--- src/rtl/ram_sp_pkg.sv ---
// ram_sp_pkg: shared widths and response-buffer depth limits for the block-RAM initiator.
package ram_sp_pkg;
    localparam int ADDR_W_DEF    = 16;
    localparam int DATA_W_DEF    = 16;
    localparam int RSP_DEPTH_MIN = 2;
    localparam int RSP_DEPTH_MAX = 8;
endpackage

--- src/rtl/ram_sp_rsp_fifo.sv ---
// ram_sp_rsp_fifo: DEPTH x DATA_W circular response FIFO, pointers wrap modulo DEPTH.
// Ports: clk, rst_n (async, active-low); push/din write; pop reads the head;
//        dout is the head entry (0 when empty); occ is the entry count; empty flag.
module ram_sp_rsp_fifo import ram_sp_pkg::*; #(
    parameter int DEPTH  = RSP_DEPTH_MIN,
    parameter int DATA_W = DATA_W_DEF,
    localparam int PW    = (DEPTH > 1) ? $clog2(DEPTH) : 1,
    localparam int OW    = $clog2(DEPTH + 1)
) (
    input  logic              clk,
    input  logic              rst_n,
    input  logic              push,
    input  logic [DATA_W-1:0] din,
    input  logic              pop,
    output logic [DATA_W-1:0] dout,
    output logic [OW-1:0]     occ,
    output logic              empty
);
    logic [DATA_W-1:0] mem_q [DEPTH];
    logic [PW-1:0]     wr_q, wr_d, rd_q, rd_d;
    logic [OW-1:0]     occ_q, occ_d;

    function automatic logic [PW-1:0] inc(input logic [PW-1:0] p);
        return (p == PW'(DEPTH - 1)) ? '0 : p + PW'(1);
    endfunction

    always_comb begin
        wr_d  = push ? inc(wr_q) : wr_q;
        rd_d  = pop ? inc(rd_q) : rd_q;
        occ_d = occ_q + OW'(push) - OW'(pop);
    end

    always_ff @(posedge clk or negedge rst_n) begin
        if (!rst_n) begin
            wr_q  <= '0;
            rd_q  <= '0;
            occ_q <= '0;
        end else begin
            wr_q  <= wr_d;
            rd_q  <= rd_d;
            occ_q <= occ_d;
        end
    end

    always_ff @(posedge clk) begin
        if (push) mem_q[wr_q] <= din;
    end

    // Stale entries are masked so the response data reads 0 whenever nothing is buffered.
    assign empty = (occ_q == '0);
    assign dout  = empty ? '0 : mem_q[rd_q];
    assign occ   = occ_q;
endmodule

--- src/rtl/ram_sp_initiator.sv ---
// ram_sp_initiator: requester side of a single-port write-first block-RAM port.
// Ports: clk, rst_n (async, active-low); req_* valid/ready request channel;
//        rsp_* valid/ready in-order response channel; ram_* drive of the RAM port,
//        ram_dout is the RAM registered output (valid the cycle after ram_en).
// Macro RAM_SP_INIT_WR_RSP_EN: when defined, writes return their write-first echo
//        as a response and consume a credit; otherwise writes complete at issue.
module ram_sp_initiator import ram_sp_pkg::*; #(
    parameter int ADDR_W    = ADDR_W_DEF,
    parameter int DATA_W    = DATA_W_DEF,
    parameter int RSP_DEPTH = 2
) (
    input  logic              clk,
    input  logic              rst_n,
    input  logic              req_valid,
    output logic              req_ready,
    input  logic              req_we,
    input  logic [ADDR_W-1:0] req_addr,
    input  logic [DATA_W-1:0] req_wdata,
    output logic              rsp_valid,
    input  logic              rsp_ready,
    output logic [DATA_W-1:0] rsp_rdata,
    output logic              ram_en,
    output logic              ram_we,
    output logic [ADDR_W-1:0] ram_addr,
    output logic [DATA_W-1:0] ram_di,
    input  logic [DATA_W-1:0] ram_dout
);
    localparam int DEPTH = (RSP_DEPTH < RSP_DEPTH_MIN) ? RSP_DEPTH_MIN :
                           (RSP_DEPTH > RSP_DEPTH_MAX) ? RSP_DEPTH_MAX : RSP_DEPTH;
    localparam int OW    = $clog2(DEPTH + 1);

    logic          inflt_q, inflt_d;
    logic          live_q;
    logic          pop, empty, rsp_gen;
    logic [OW-1:0] occ;
    logic [OW:0]   credits;

`ifdef RAM_SP_INIT_WR_RSP_EN
    assign rsp_gen = 1'b1;
`else
    assign rsp_gen = ~req_we;
`endif

    // Buffer slots already spoken for: stored entries plus the one landing this
    // cycle, minus the one leaving, so a pop frees a slot in the same cycle.
    always_comb begin
        pop       = rsp_valid & rsp_ready;
        credits   = {1'b0, occ} + (OW+1)'(inflt_q) - (OW+1)'(pop);
        req_ready = live_q & (credits < (OW+1)'(DEPTH));
        ram_en    = req_valid & req_ready;
        ram_we    = req_we;
        ram_addr  = req_addr;
        ram_di    = req_wdata;
        inflt_d   = ram_en & rsp_gen;
    end

    // live_q keeps req_ready low while reset is held without feeding rst_n into data paths.
    always_ff @(posedge clk or negedge rst_n) begin
        if (!rst_n) begin
            inflt_q <= 1'b0;
            live_q  <= 1'b0;
        end else begin
            inflt_q <= inflt_d;
            live_q  <= 1'b1;
        end
    end

    ram_sp_rsp_fifo #(.DEPTH(DEPTH), .DATA_W(DATA_W)) u_fifo (
        .clk   (clk),
        .rst_n (rst_n),
        .push  (inflt_q),
        .din   (ram_dout),
        .pop   (pop),
        .dout  (rsp_rdata),
        .occ   (occ),
        .empty (empty)
    );

    assign rsp_valid = ~empty;
endmodule

--- config.mk ---
export PLATFORM = sky130hd
export DESIGN_NAME = ram_sp_initiator
export DESIGN_NICKNAME = d
export VERILOG_FILES = /design/src/rtl/ram_sp_pkg.sv /design/src/rtl/ram_sp_rsp_fifo.sv /design/src/rtl/ram_sp_initiator.sv
export SDC_FILE = /design/constraint.sdc
export NUM_CORES = 1
export LEC_CHECK = 0
export CAP_MARGIN = 20
export CORE_MARGIN = 5
export CORE_UTILIZATION = 41
export CTS_CLUSTER_DIAMETER = 60
export CTS_CLUSTER_SIZE = 28
export DETAILED_ROUTE_END_ITERATION = 8
export HOLD_SLACK_MARGIN = 0.1
export PLACE_DENSITY_LB_ADDON = 0.2
export SETUP_SLACK_MARGIN = 0.5
export SLEW_MARGIN = 0
export SYNTH_ARGS = -nofsm -noshare
export SYNTH_HDL_FRONTEND = slang
export SYNTH_HIERARCHICAL = 1
export SYNTH_SLANG_ARGS = --single-unit
export TNS_END_PERCENT = 10
--- constraint.sdc ---
create_clock -name clk -period 5.7 [get_ports clk]
set_clock_uncertainty 0.1 [all_clocks]
set_input_delay 1.425 -clock clk [delete_from_list [all_inputs] [get_ports clk]]
set_output_delay 1.425 -clock clk [all_outputs]
set_load 0.01 [all_outputs]
==> results of run 1 <==
[worst reg2reg max path, stage by stage, from the launching register on]
cell,delay (ns)
dfrtp_1,0.47
nor2_4,0.46
nor2b_4,0.10
ha_1,0.30
nand2b_1,0.15
fa_1,0.48
nand2_1,0.09
nor4b_2,0.25
[metal layers]
layer	vias to the layer above	track usage, %
met5	-	0
met4	0	4.37
met3	13	6.38
met2	53	18.4
met1	444	11.9
li1	426	-
[final cells by class]
class | instances | share of cell area (%)
Clock buffer | 5 | 3.30
Clock inverter | 3 | 0.779
Inverter | 4 | 0.719
Multi-Input combinational cell | 51 | 19.2
Sequential cell | 38 | 53.2
Tap cell | 52 | 3.12
Timing Repair Buffer | 41 | 19.6
[kinds of logic (layout without fill, tap and decap cells)]
kind of cell | count (synthesis) | in the layout | share of synthesized area [%]
adder cells (fa/ha/maj) | 4 | 4 | 3.19
multiplexers | 16 | 16 | 8.86
AND/OR/NAND/NOR | 25 | 25 | 7.13
buffers and inverters | 40 | 53 | 16.7
other | 1 | 1 | 0.208
flip-flops | 38 | 38 | 61.5
XOR/XNOR | 5 | 5 | 2.42
[power groups by stage]
stage / clock [mW] / sequential, mW / combinational [mW]
after floorplan: 0 / 0.358 / 0.260
after global placement: 0 / 0.391 / 0.356
after detailed placement: 0 / 0.393 / 0.362
after CTS: 0.177 / 0.387 / 0.365
after global routing: 0.191 / 0.393 / 0.395
final: 0.171 / 0.386 / 0.357
[stage by stage]
| step | power, mW | instance area (µm²) | setup WS, ns | hold slack [ns] | std cells |
|---|---|---|---|---|---|
| 2_1_floorplan | 0.618 | 1810 | 1.22 | 0.354 | 129 |
| 3_3_place_gp | 0.747 | 1990 | 0.295 | 0.369 | 186 |
| 3_5_place_dp | 0.756 | 1990 | 0.210 | 0.388 | 186 |
| 4_1_cts | 0.930 | 2080 | 0.435 | 0.399 | 194 |
| 5_1_grt | 0.979 | 2090 | 0.479 | 0.425 | 194 |
| 6_report | 0.914 | 2090 | 0.634 | 0.389 | 194 |
[state kept, by name, indices dropped and copies added, names as in the netlist]
signal / flops
inflt_q: 1
u_fifo/wr_q: 1
u_fifo/occ: 2
u_fifo/mem_q: 32
live_q: 1
u_fifo/rd_q: 1
[worst max path at each step]
stage	depth (start not counted)	slack [ns]	end	start
2_1_floorplan	6	1.22	ram_en	rsp_ready
3_3_place_gp	8	0.29	ram_en	rsp_ready
3_5_place_dp	8	0.21	ram_en	rsp_ready
4_1_cts	8	0.43	req_ready	rsp_ready
5_1_grt	8	0.48	ram_en	rsp_ready
6_report	8	0.63	ram_en	rsp_ready
[cell usage in the layout (no fill, tap or decap), types with 2 or more instances in the layout]
master and count:
mux2i_1 16, clkdlybuf4s50_1 38, nor2_2 2, edfxtp_1 32, xnor2_1 2, dfrtp_1 6, ha_1 3, nor2_1 16
xor2_1 3, clkbuf_8 5, inv_1 4
==> reports/qor.txt, run 1 <==
Sw Share: 32.3%
leading area contributor after synthesis: edfxtp_1
Via density: 4.82
die area: 5830 µm²
most frequent cell after synthesis: buf_4
H-tree level count: 2
leak pwr: 0.802 nW
Net Switching: 295 µW
via count: 936
#FFs+latches synth: 38
Slew Limit Fails: 0
met1 WL: 1.14 mm
GP Congestion: 0.706
cell area after synthesis: 1810 µm²
CP Cell Sequence: clkdlybuf4s50_1, nor2b_4, ha_1, nand2b_1, fa_1, xor2_1, nor3b_1, dlygate4sd2_1
commonest cells in the netlist: buf_4 (34), edfxtp_1 (32), mux2i_1 (16), nor2_1 (16), dfrtp_1 (6)
fin util: 48.3%
Multi-input gate area: 402 µm²
cell family with most CP delay: buffers and inverters
post-synthesis net count: 186
# resized after CTS: 2
worst min-delay path endpoint: u_fifo/wr_q
Worst Path Required: 4.18 ns
Gate power share: 39.1%
ranking of synthesized cells by area: edfxtp_1 (53%), buf_4 (14%), mux2i_1 (8.9%), dfrtp_1 (8.3%), nor2_1 (3.3%)
core area: 4320 µm²
total routed wirelength: 3.13 mm
yosys warns: 6
Final Cycle Share: 88.9%
maxcap violations: 0
cells on worst reg2reg path: 7
Reg2Reg Setup Slack: 3.21 ns
Tot GR Track Use: 11.2%
nature of the critical path startpoint: primary input
clk slew on worst S/H paths: 0.06 ns
Pre-antenna DRT Iters: 4
Initial DRC Count: 56
synth unique cells: 21
clk root buf: clkbuf_8
EDFF count, synth: 32
critical path's slowest cell: clkdlybuf4s50_1
CTS max path bufs: 2
largest net degree at the start of global routing: 19
VDD IR max: 0.203 mV
reg2reg end: inflt_q
register area: 1110 µm²
drt wl/cell: 16.1 µm
Syn Area/Cell: 14.0 µm²
layout cells sized above 1: 9.15%
sequential cell area fraction in the yosys report: 61.5%
worst skew pair latency: 0.27 ns
clock sink count: 38
TNS Setup: 0 ns
# setup viols final: 0
RSZ-0062 raised after global routing: yes
Final Hold Fails: 0
critical path capture point type: primary output
status: complete, no violations
Die Width: 76.4 µm
die height: 76.4 µm
Num CTS Buffers: 5
hold crit path type: reg -> reg
initial antenna violation count: 0
actual slew at the worst max-slew pin: 0.951 ns
Worst Path Max Fanout: 3
hold path depth: 1
Fillers: 387
HP Start: u_fifo/wr_q
FMAX: 197 MHz
min Tclk post-route: 5.07 ns
area fraction of the dominant cell type after synthesis: 53.2%
global route total overflow: 0
Slew HR: 36.6%
Internal: 619 µW
Area Overhead vs Synth: 15.5%
Boundary Pins: 105
PD cells: 438 nW/µm²
antenna-violating nets left: 0
ys flop type: edfxtp_1
hpwl dp: 2.29 mm
Met2 Wirelength: 1.59 mm
Max Used Layer: met4
CTS tree: yes
largest stage delay on the critical path: 0.46 ns
reg2reg start: u_fifo/occ[1]
kind of critical path: in -> out
hold-fix buffer count after cts: 0
initial core utilization: 41.8%
synthesized netlist cell count: 129
WP buf/inv: 2
drc violations: 0
first-pass GRT wire length: 5.19 mm
sequential share of power: 42.2%
postcts setup bufs: 0
clock share of power: 18.7%
I/O Buffers: 40
diode count: 0
cell row count: 24
vias in the first global route: 1083
Data arrival, critical path: 3.54 ns
ys async rst share: 15.8%
nets: 198
met3 routed WL: 334 µm
Power figures use the tool's default switching activity.
==> run 2, diff against run 1 <==
- SLEW_MARGIN: 0 -> default
==> results of run 2 <==
Same layout as run 1: the final DEF is identical, and so are final timing and power.
